**src/rtl/mem_req_scheduler.sv**
```systemverilog
// rtl/mem_req_scheduler.sv - two-port round-robin request arbiter with tREFI refresh insertion,
// issuing one command at a time to the DDR4 command FSM and returning tagged completions.
module mem_req_scheduler #(
  parameter int TAGW         = 4,
  parameter int ROWW         = 17,
  parameter int COLW         = 10,
  parameter int REF_INTERVAL = 7800,
  parameter int REF_MAX      = 8,
  parameter int AP_POLICY    = 0,
  parameter int TIMEOUT      = 1023
) (
  input  logic                          clock,
  input  logic                          reset,
  input  logic [1:0]                    req_valid,
  output logic [1:0]                    req_ready,
  input  logic [1:0]                    req_rw,
  input  logic [2*(ROWW+4+COLW)-1:0]    req_addr,
  input  logic [2*TAGW-1:0]             req_tag,
  output logic                          fsm_start,
  output logic                          fsm_rw,
  output logic                          fsm_refresh,
  output logic                          fsm_ap,
  output logic [1:0]                    fsm_bank,
  output logic [1:0]                    fsm_bankgroup,
  output logic [ROWW-1:0]               fsm_row,
  output logic [COLW-1:0]               fsm_column,
  output logic [TAGW-1:0]               fsm_tag,
  input  logic                          fsm_done,
  output logic                          rsp_valid,
  output logic                          rsp_port,
  output logic [TAGW-1:0]               rsp_tag,
  output logic                          busy,
  output logic [3:0]                    ref_pending,
  output logic                          err_timeout,
  output logic                          err_ref_ovf
);

  localparam int AW = ROWW + 4 + COLW;
  localparam int TW = (REF_INTERVAL > 1) ? $clog2(REF_INTERVAL) : 1;
  localparam int WW = (TIMEOUT > 1) ? $clog2(TIMEOUT + 1) : 1;
  localparam logic [TW-1:0] TIMER_LAST = TW'(REF_INTERVAL - 1);
  localparam logic [WW-1:0] WD_LAST    = WW'(TIMEOUT - 1);
  localparam logic [3:0]    PEND_MAX   = 4'(REF_MAX);

  localparam logic [1:0] ST_IDLE  = 2'd0;
  localparam logic [1:0] ST_ISSUE = 2'd1;
  localparam logic [1:0] ST_WAIT  = 2'd2;
  localparam logic [1:0] ST_RSP   = 2'd3;

  logic [1:0]      state_q, state_d;
  logic            rr_last_q, rr_last_d;
  logic [TW-1:0]   timer_q, timer_d;
  logic [3:0]      ref_pend_q, ref_pend_d;
  logic [WW-1:0]   wd_q, wd_d;
  logic            err_timeout_q, err_timeout_d;
  logic            err_ref_ovf_q, err_ref_ovf_d;
  logic            cmd_refresh_q, cmd_refresh_d;
  logic            cmd_rw_q, cmd_rw_d;
  logic            cmd_ap_q, cmd_ap_d;
  logic            cmd_port_q, cmd_port_d;
  logic [1:0]      cmd_bank_q, cmd_bank_d;
  logic [1:0]      cmd_bg_q, cmd_bg_d;
  logic [ROWW-1:0] cmd_row_q, cmd_row_d;
  logic [COLW-1:0] cmd_col_q, cmd_col_d;
  logic [TAGW-1:0] cmd_tag_q, cmd_tag_d;

  logic [1:0]      grant;
  logic            gnt_port;
  logic [AW-1:0]   addr_sel;
  logic [TAGW-1:0] tag_sel;
  logic            timer_wrap;
  logic            ref_dec;

  always_comb begin
    state_d       = state_q;
    rr_last_d     = rr_last_q;
    ref_pend_d    = ref_pend_q;
    wd_d          = wd_q;
    err_timeout_d = err_timeout_q;
    err_ref_ovf_d = err_ref_ovf_q;
    cmd_refresh_d = cmd_refresh_q;
    cmd_rw_d      = cmd_rw_q;
    cmd_ap_d      = cmd_ap_q;
    cmd_port_d    = cmd_port_q;
    cmd_bank_d    = cmd_bank_q;
    cmd_bg_d      = cmd_bg_q;
    cmd_row_d     = cmd_row_q;
    cmd_col_d     = cmd_col_q;
    cmd_tag_d     = cmd_tag_q;
    grant         = 2'b00;

    // Both valid: the port that did not win last time goes next.
    gnt_port   = (req_valid == 2'b11) ? ~rr_last_q : req_valid[1];
    addr_sel   = gnt_port ? req_addr[2*AW-1:AW] : req_addr[AW-1:0];
    tag_sel    = gnt_port ? req_tag[2*TAGW-1:TAGW] : req_tag[TAGW-1:0];
    timer_wrap = (timer_q == TIMER_LAST);
    timer_d    = timer_wrap ? '0 : timer_q + 1'b1;
    ref_dec    = (state_q == ST_ISSUE) && cmd_refresh_q;

    case (state_q)
      ST_IDLE: begin
        if (ref_pend_q == PEND_MAX || (req_valid == 2'b00 && ref_pend_q != 4'd0)) begin
          cmd_refresh_d = 1'b1;
          cmd_rw_d      = 1'b0;
          cmd_ap_d      = 1'b0;
          cmd_bank_d    = '0;
          cmd_bg_d      = '0;
          cmd_row_d     = '0;
          cmd_col_d     = '0;
          cmd_tag_d     = '0;
          state_d       = ST_ISSUE;
        end else if (req_valid != 2'b00) begin
          grant         = gnt_port ? 2'b10 : 2'b01;
          rr_last_d     = gnt_port;
          cmd_refresh_d = 1'b0;
          cmd_port_d    = gnt_port;
          cmd_rw_d      = gnt_port ? req_rw[1] : req_rw[0];
          cmd_ap_d      = (AP_POLICY != 0);
          cmd_row_d     = addr_sel[AW-1 -: ROWW];
          cmd_bg_d      = addr_sel[COLW+3 -: 2];
          cmd_bank_d    = addr_sel[COLW+1 -: 2];
          cmd_col_d     = addr_sel[COLW-1:0];
          cmd_tag_d     = tag_sel;
          state_d       = ST_ISSUE;
        end
      end
      ST_ISSUE: begin
        wd_d    = '0;
        state_d = ST_WAIT;
      end
      ST_WAIT: begin
        if (fsm_done) begin
          state_d = cmd_refresh_q ? ST_IDLE : ST_RSP;
        end else if (wd_q == WD_LAST) begin
          // The command is dropped; the host never sees a completion for it.
          err_timeout_d = 1'b1;
          state_d       = ST_IDLE;
        end else begin
          wd_d = wd_q + 1'b1;
        end
      end
      default: state_d = ST_IDLE;
    endcase

    // A credit landing on the same cycle a refresh issues cancels out.
    if (timer_wrap && !ref_dec) begin
      if (ref_pend_q == PEND_MAX) begin
        err_ref_ovf_d = 1'b1;
      end else begin
        ref_pend_d = ref_pend_q + 4'd1;
      end
    end else if (!timer_wrap && ref_dec) begin
      ref_pend_d = ref_pend_q - 4'd1;
    end
  end

  always_ff @(posedge clock) begin
    if (reset) begin
      state_q       <= ST_IDLE;
      rr_last_q     <= 1'b1;
      timer_q       <= '0;
      ref_pend_q    <= '0;
      wd_q          <= '0;
      err_timeout_q <= 1'b0;
      err_ref_ovf_q <= 1'b0;
      cmd_refresh_q <= 1'b0;
      cmd_rw_q      <= 1'b0;
      cmd_ap_q      <= 1'b0;
      cmd_port_q    <= 1'b0;
      cmd_bank_q    <= '0;
      cmd_bg_q      <= '0;
      cmd_row_q     <= '0;
      cmd_col_q     <= '0;
      cmd_tag_q     <= '0;
    end else begin
      state_q       <= state_d;
      rr_last_q     <= rr_last_d;
      timer_q       <= timer_d;
      ref_pend_q    <= ref_pend_d;
      wd_q          <= wd_d;
      err_timeout_q <= err_timeout_d;
      err_ref_ovf_q <= err_ref_ovf_d;
      cmd_refresh_q <= cmd_refresh_d;
      cmd_rw_q      <= cmd_rw_d;
      cmd_ap_q      <= cmd_ap_d;
      cmd_port_q    <= cmd_port_d;
      cmd_bank_q    <= cmd_bank_d;
      cmd_bg_q      <= cmd_bg_d;
      cmd_row_q     <= cmd_row_d;
      cmd_col_q     <= cmd_col_d;
      cmd_tag_q     <= cmd_tag_d;
    end
  end

  assign req_ready     = reset ? 2'b00 : grant;
  assign fsm_start     = (state_q == ST_ISSUE);
  assign fsm_rw        = cmd_rw_q;
  assign fsm_refresh   = cmd_refresh_q;
  assign fsm_ap        = cmd_ap_q;
  assign fsm_bank      = cmd_bank_q;
  assign fsm_bankgroup = cmd_bg_q;
  assign fsm_row       = cmd_row_q;
  assign fsm_column    = cmd_col_q;
  assign fsm_tag       = cmd_tag_q;
  assign rsp_valid     = (state_q == ST_RSP);
  assign rsp_port      = rsp_valid & cmd_port_q;
  assign rsp_tag       = rsp_valid ? cmd_tag_q : '0;
  assign busy          = (state_q != ST_IDLE);
  assign ref_pending   = ref_pend_q;
  assign err_timeout   = err_timeout_q;
  assign err_ref_ovf   = err_ref_ovf_q;

endmodule

```
**config.mk**
```make
export PLATFORM = sky130hd
export DESIGN_NAME = mem_req_scheduler
export DESIGN_NICKNAME = d
export VERILOG_FILES = /design/src/rtl/mem_req_scheduler.sv
export SDC_FILE = /design/constraint.sdc
export NUM_CORES = 1
export LEC_CHECK = 0
export ABC_AREA = 1
export BUFFER_PORTS_ARGS = -buffer_cell sky130_fd_sc_hd__buf_2
export CORE_AREA = 8 8 91 93
export DETAILED_ROUTE_END_ITERATION = 8
export DIE_AREA = 0 0 99 101
export GPL_TIMING_DRIVEN = 0
export PLACE_DENSITY = 0.93
export SYNTH_ARGS = -nofsm -noshare
export SYNTH_HDL_FRONTEND = slang
export SYNTH_SLANG_ARGS = --single-unit
```
**constraint.sdc**
```tcl
create_clock -name clock -period 2.9 [get_ports clock]
set_input_delay 0.145 -clock clock [delete_from_list [all_inputs] [get_ports clock]]
set_output_delay 0.145 -clock clock [all_outputs]
set_load 0.1 [all_outputs]
```
# Word-level counts from Yosys, hierarchy flattened
# Index checks and enable logic that the tools add are counted.
# totals
regBits,71
inputBits,77
out_inout_bits,54
wordCells,96
# classes
n_addsub,4
eq_ne,12
n_mux,37
bitwise_logic,4
n_reduce_logical,23
# op_table
operator,n
10-bit two-way mux,4
17-bit two-way mux,2
31-bit two-way mux,1
2-bit two-way mux,14
4-bit two-way mux,7
10-bit case mux with 2 select lines,1
13-bit by 1-bit adder with 13-bit output (second input constant),1
13-bit equality test (second input constant),1
10-bit by 1-bit adder with 10-bit output (second input constant),1
10-bit equality test (second input constant),1
2-bit nonzero test,5
3-bit AND reduction,3
2-bit AND reduction,4
1-bit two-way mux,7
2-bit equality test (second input constant),3
2-bit != test (second input constant),3
3-bit != test (second input constant),2
2-bit case mux with 3 select lines,1
4-bit by 1-bit adder with 4-bit output (second input constant),1
4-bit equality test (second input constant),1
1-bit logical AND,4
2-bit logical NOT,2
4-bit nonzero test,1
4-bit by 1-bit subtractor with 4-bit output (second input constant),1
6 further kinds,9

# Longest topological paths before layout
# depth
word_depth,7
mapped_depth,16
ltp_nobuf,16

# Least setup slack after synthesis
# OpenSTA, ideal clock, no wires.
# synth_timing
path_type,reg2out
from,register ref_pend_q[0] (netlist: ref_pending[0])
to,output req_ready[0]
arrival_time_ps,3520
t_required_ps,2755
slack_ps,-765
stages_incl_launch_ff,5
n_path_buf,0
path_cell_list,dfxtp_1 -> nor2_1 -> nand3b_2 -> nand3_2 -> nor3_1
# synth_between
elab_chain_cells,6
elab_cells_between_ends,7
cone_classes,eq/ne: 1; mux: 3; reduce/logical: 3
# synth_rtl
element,line,rtl
"start, declared",53,"logic [3:0] ref_pend_q, ref_pend_d;"
"start signal, assigned",179,ref_pend_q <= ref_pend_d;
4-bit nonzero test,102,if (ref_pend_q == PEND_MAX || (req_valid == 2'b00 && ref_pend_q != 4'd0)) begin
1-bit logical AND,102,
1-bit logical OR (*),102,
2-bit two-way mux (*),102,
2-bit two-way mux (*),100,case (state_q)
2-bit two-way mux (*),195,assign req_ready = reset ? 2'b00 : grant;
"end, declared",15,"output logic [1:0] req_ready,"
# Mark *: on every way between the ends. The rest lies on a longest branch, timed or not.

# Final worst setup path
# layout_timing
from,register state_q[0]
to,output req_ready[1]
# layout_between
elab_chain_cells,3
# layout_rtl
element,line,rtl
"start, declared",50,"logic [1:0] state_q, state_d;"
"start signal, assigned",176,state_q <= state_d;
2-bit logical NOT,100,
2-bit two-way mux,100,
2-bit two-way mux,195,
# No other way between the ends.

==> flow_metrics.py <==
metrics = {
    "status": {
        "status": "completed",
    },
    "sta": {
        "fmax_ghz": 0.423,
        "worst-slew-pin-transition_ps": 600,
        "setup_viol": 0,
        "finalClockSkew_ps": 9.65,
        "hold_ws_ps": 118,
        "tns_ps": 0,
        "finalHoldViolCount": 0,
        "max_slew_margin": 0.600,
        "rsz0062_at_grt": "false",
        "period_minus_slack_ps": 2360,
        "slew_violations": 0,
        "finalCritPeriodShare": 0.815,
    },
    "cts": {
        "ctsHoldBuffers": 0,
        "clock-root-buffer": "clkbuf_8",
        "tritoncts": "built",
        "clk_pin_slew_ps": 70,
        "clock_sinks": 70,
        "clock_path_buffers": 2,
        "cts_made_buffers": 9,
        "post_cts_buffers": 0,
        "clk_latency_ps": 350,
        "cts_htree_levels": 3,
        "cts_resized": 0,
    },
    "place": {
        "dp.final_hpwl_um": 8200,
        "gp_congestion": 0.872,
        "placed_cells": 762,
        "port_buffers": 128,
    },
    "yosys": {
        "synthDominantCellAreaShare": 0.388,
        "synth.area.top_cells": "dfxtp_1, nand2_1, a21oi_1",
        "synth.distinct_cells": 33,
        "syn_avg_cell_area_um2": 6.54,
        "yosys_register_bits": 70,
        "syn_nets": 640,
        "yosys.area.top_type": "dfxtp_1",
        "synthFlopType": "dfxtp_1",
        "yosys_warnings": 0,
        "synth_area_um2": 3610,
        "ys_async_sr_fraction": 0,
        "syn_inst": 552,
        "synth_edf_count": 0,
        "yosysSeqAreaShare": 0.388,
    },
    "final_layout": {
        "final_nets": 779,
        "syn2layout_area_growth_pct": 25.9,
        "fin_util": 0.654,
        "final_cell_mix": "nand2_1, buf_2, dfxtp_1",
        "seqCellArea_um2": 1400,
        "drive_gt1_frac": 0.249,
        "layout_commonest_cell": "nand2_1",
        "post_layout_nonfiller_instances": 778,
        "multi_input_area_um2": 1910,
        "diodes": 0,
        "fillers": 583,
    },
    "route": {
        "drt_drc_violations_left": 0,
        "ant_nets": 0,
        "drt-vias-per-instance": 5.13,
        "wire_per_inst_um": 13.7,
        "drt_iter0_drc": 168,
        "route.vias.total": 3989,
        "wl_um": 10600,
        "firstDrtPassIters": 5,
    },
    "worst_setup_path": {
        "critPathKind": "register to primary output",
        "cp_max_fo": 10,
        "cp.required_ps": 2760,
        "start_kind": "register",
        "endpoint_kind": "primary output",
        "critPathArrivalTime_ps": 2220,
    },
    "global_routing": {
        "grt_pass1_wl_um": 17200,
        "grt_remaining_overflow": 0,
        "first_global_vias": 3948,
        "antenna_found_initial": 0,
        "grt_max_degree": 12,
        "track_usage": 0.211,
    },
    "floorplanning": {
        "rows": 31,
        "initial_utilization": 0.520,
        "fp.dieW_um": 99,
        "core_um2": 6940,
        "die_area_um2": 10000,
        "die_height_um": 101,
        "ioPinCount": 131,
    },
    "hold_path": {
        "hp-class": "input port to register",
    },
    "power_and_ir_drop": {
        "power_density_nw_per_um2": 1050,
        "vdd.ir_drop.worst_mv": 0.712,
        "p_leak_nw": 2.34,
    },
    "job": {
        "drv_cap": 0,
    },
}
==> synth_stat cells (3+ instances only) <==
cell type	instances
a21oi_1	59
buf_2	7
dfxtp_1	70
nor2_1	39
o21ai_0	4
nand4_1	8
nor3_1	9
xor2_1	3
buf_4	5
ha_1	10
nand2_2	5
nand3_1	19
clkbuf_1	6
inv_1	44
buf_6	4
nand3b_1	3
nand2_1	241
==> path summary, 6_finish.rpt <==
kind	from	end	slack, ps	cells after the start
max reg2reg	timer_q[0]	ref_pending[3]	560	13
min	fsm_done	err_timeout	120	4
min reg2reg	wd_q[5]	wd_q[5]	450	2
max	state_q[0]	req_ready[1]	540	7
==> layout make-up <==
class	count	share of cell area
Multi-Input combinational cell	415	0.420
Timing Repair Buffer	128	0.141
Clock inverter	4	0.0105
Tap cell	82	0.0226
Buffer	22	0.0308
Inverter	45	0.0372
Clock buffer	12	0.0297
Sequential cell	70	0.308
==> kinds of logic (layout without fill, tap and decap cells) <==
family / Yosys count / count (layout) / synth area share
simple gates: 331 / 331 / 0.375
compound gates: 69 / 69 / 0.103
buf+inv: 67 / 211 / 0.0856
fa+ha+maj: 11 / 11 / 0.0402
xor+xnor: 3 / 3 / 0.00728
other cells: 1 / 1 / 0.00104
flops: 70 / 70 / 0.388
==> worst max-delay path, cell delays in order (launching register included) <==
cell,delay [ps]
dfxtp_1,360
inv_1,130
ha_1,320
nand3_2,180
inv_2,200
nand2_1,130
nor2_2,110
buf_2,440
==> layer usage <==
| metal | part of all wire | GRT usage |
|---|---|---|
| met5 | 0 | 0 |
| met4 | 0.026 | 0.104 |
| met3 | 0.099 | 0.0843 |
| met2 | 0.48 | 0.357 |
| met1 | 0.40 | 0.225 |
==> state kept, by name (all words and copies together) (netlist names) <==
| register | cells |
|---|---|
| err_timeout | 1 |
| ref_pending | 4 |
| fsm_bankgroup | 2 |
| timer_q | 13 |
| fsm_row | 17 |
| err_ref_ovf | 1 |
| cmd_port_q | 1 |
| rr_last_q | 1 |
| state_q | 2 |
| fsm_bank | 2 |
| wd_q | 10 |
| fsm_tag | 4 |
| fsm_column | 10 |
| fsm_refresh | 1 |
| fsm_rw | 1 |
==> stage by stage <==
step | total power, mW | setup WS [ps] | cell area, um^2
2_1_floorplan | 3.51 | 89.4 | 3620
5_1_grt | 5.02 | 378 | 4540
6_report | 4.77 | 537 | 4540
3_3_place_gp | 3.97 | 693 | 4360
4_1_cts | 4.78 | 513 | 4540
3_5_place_dp | 4.02 | 590 | 4360
==> report_power, final <==
part | internal (mW) | switching, mW
combinational | 0.561 | 2.17
clock | 0.396 | 0.364
sequential | 1.14 | 0.134
total | 2.10 | 2.67
Power figures use the tool's default switching activity.
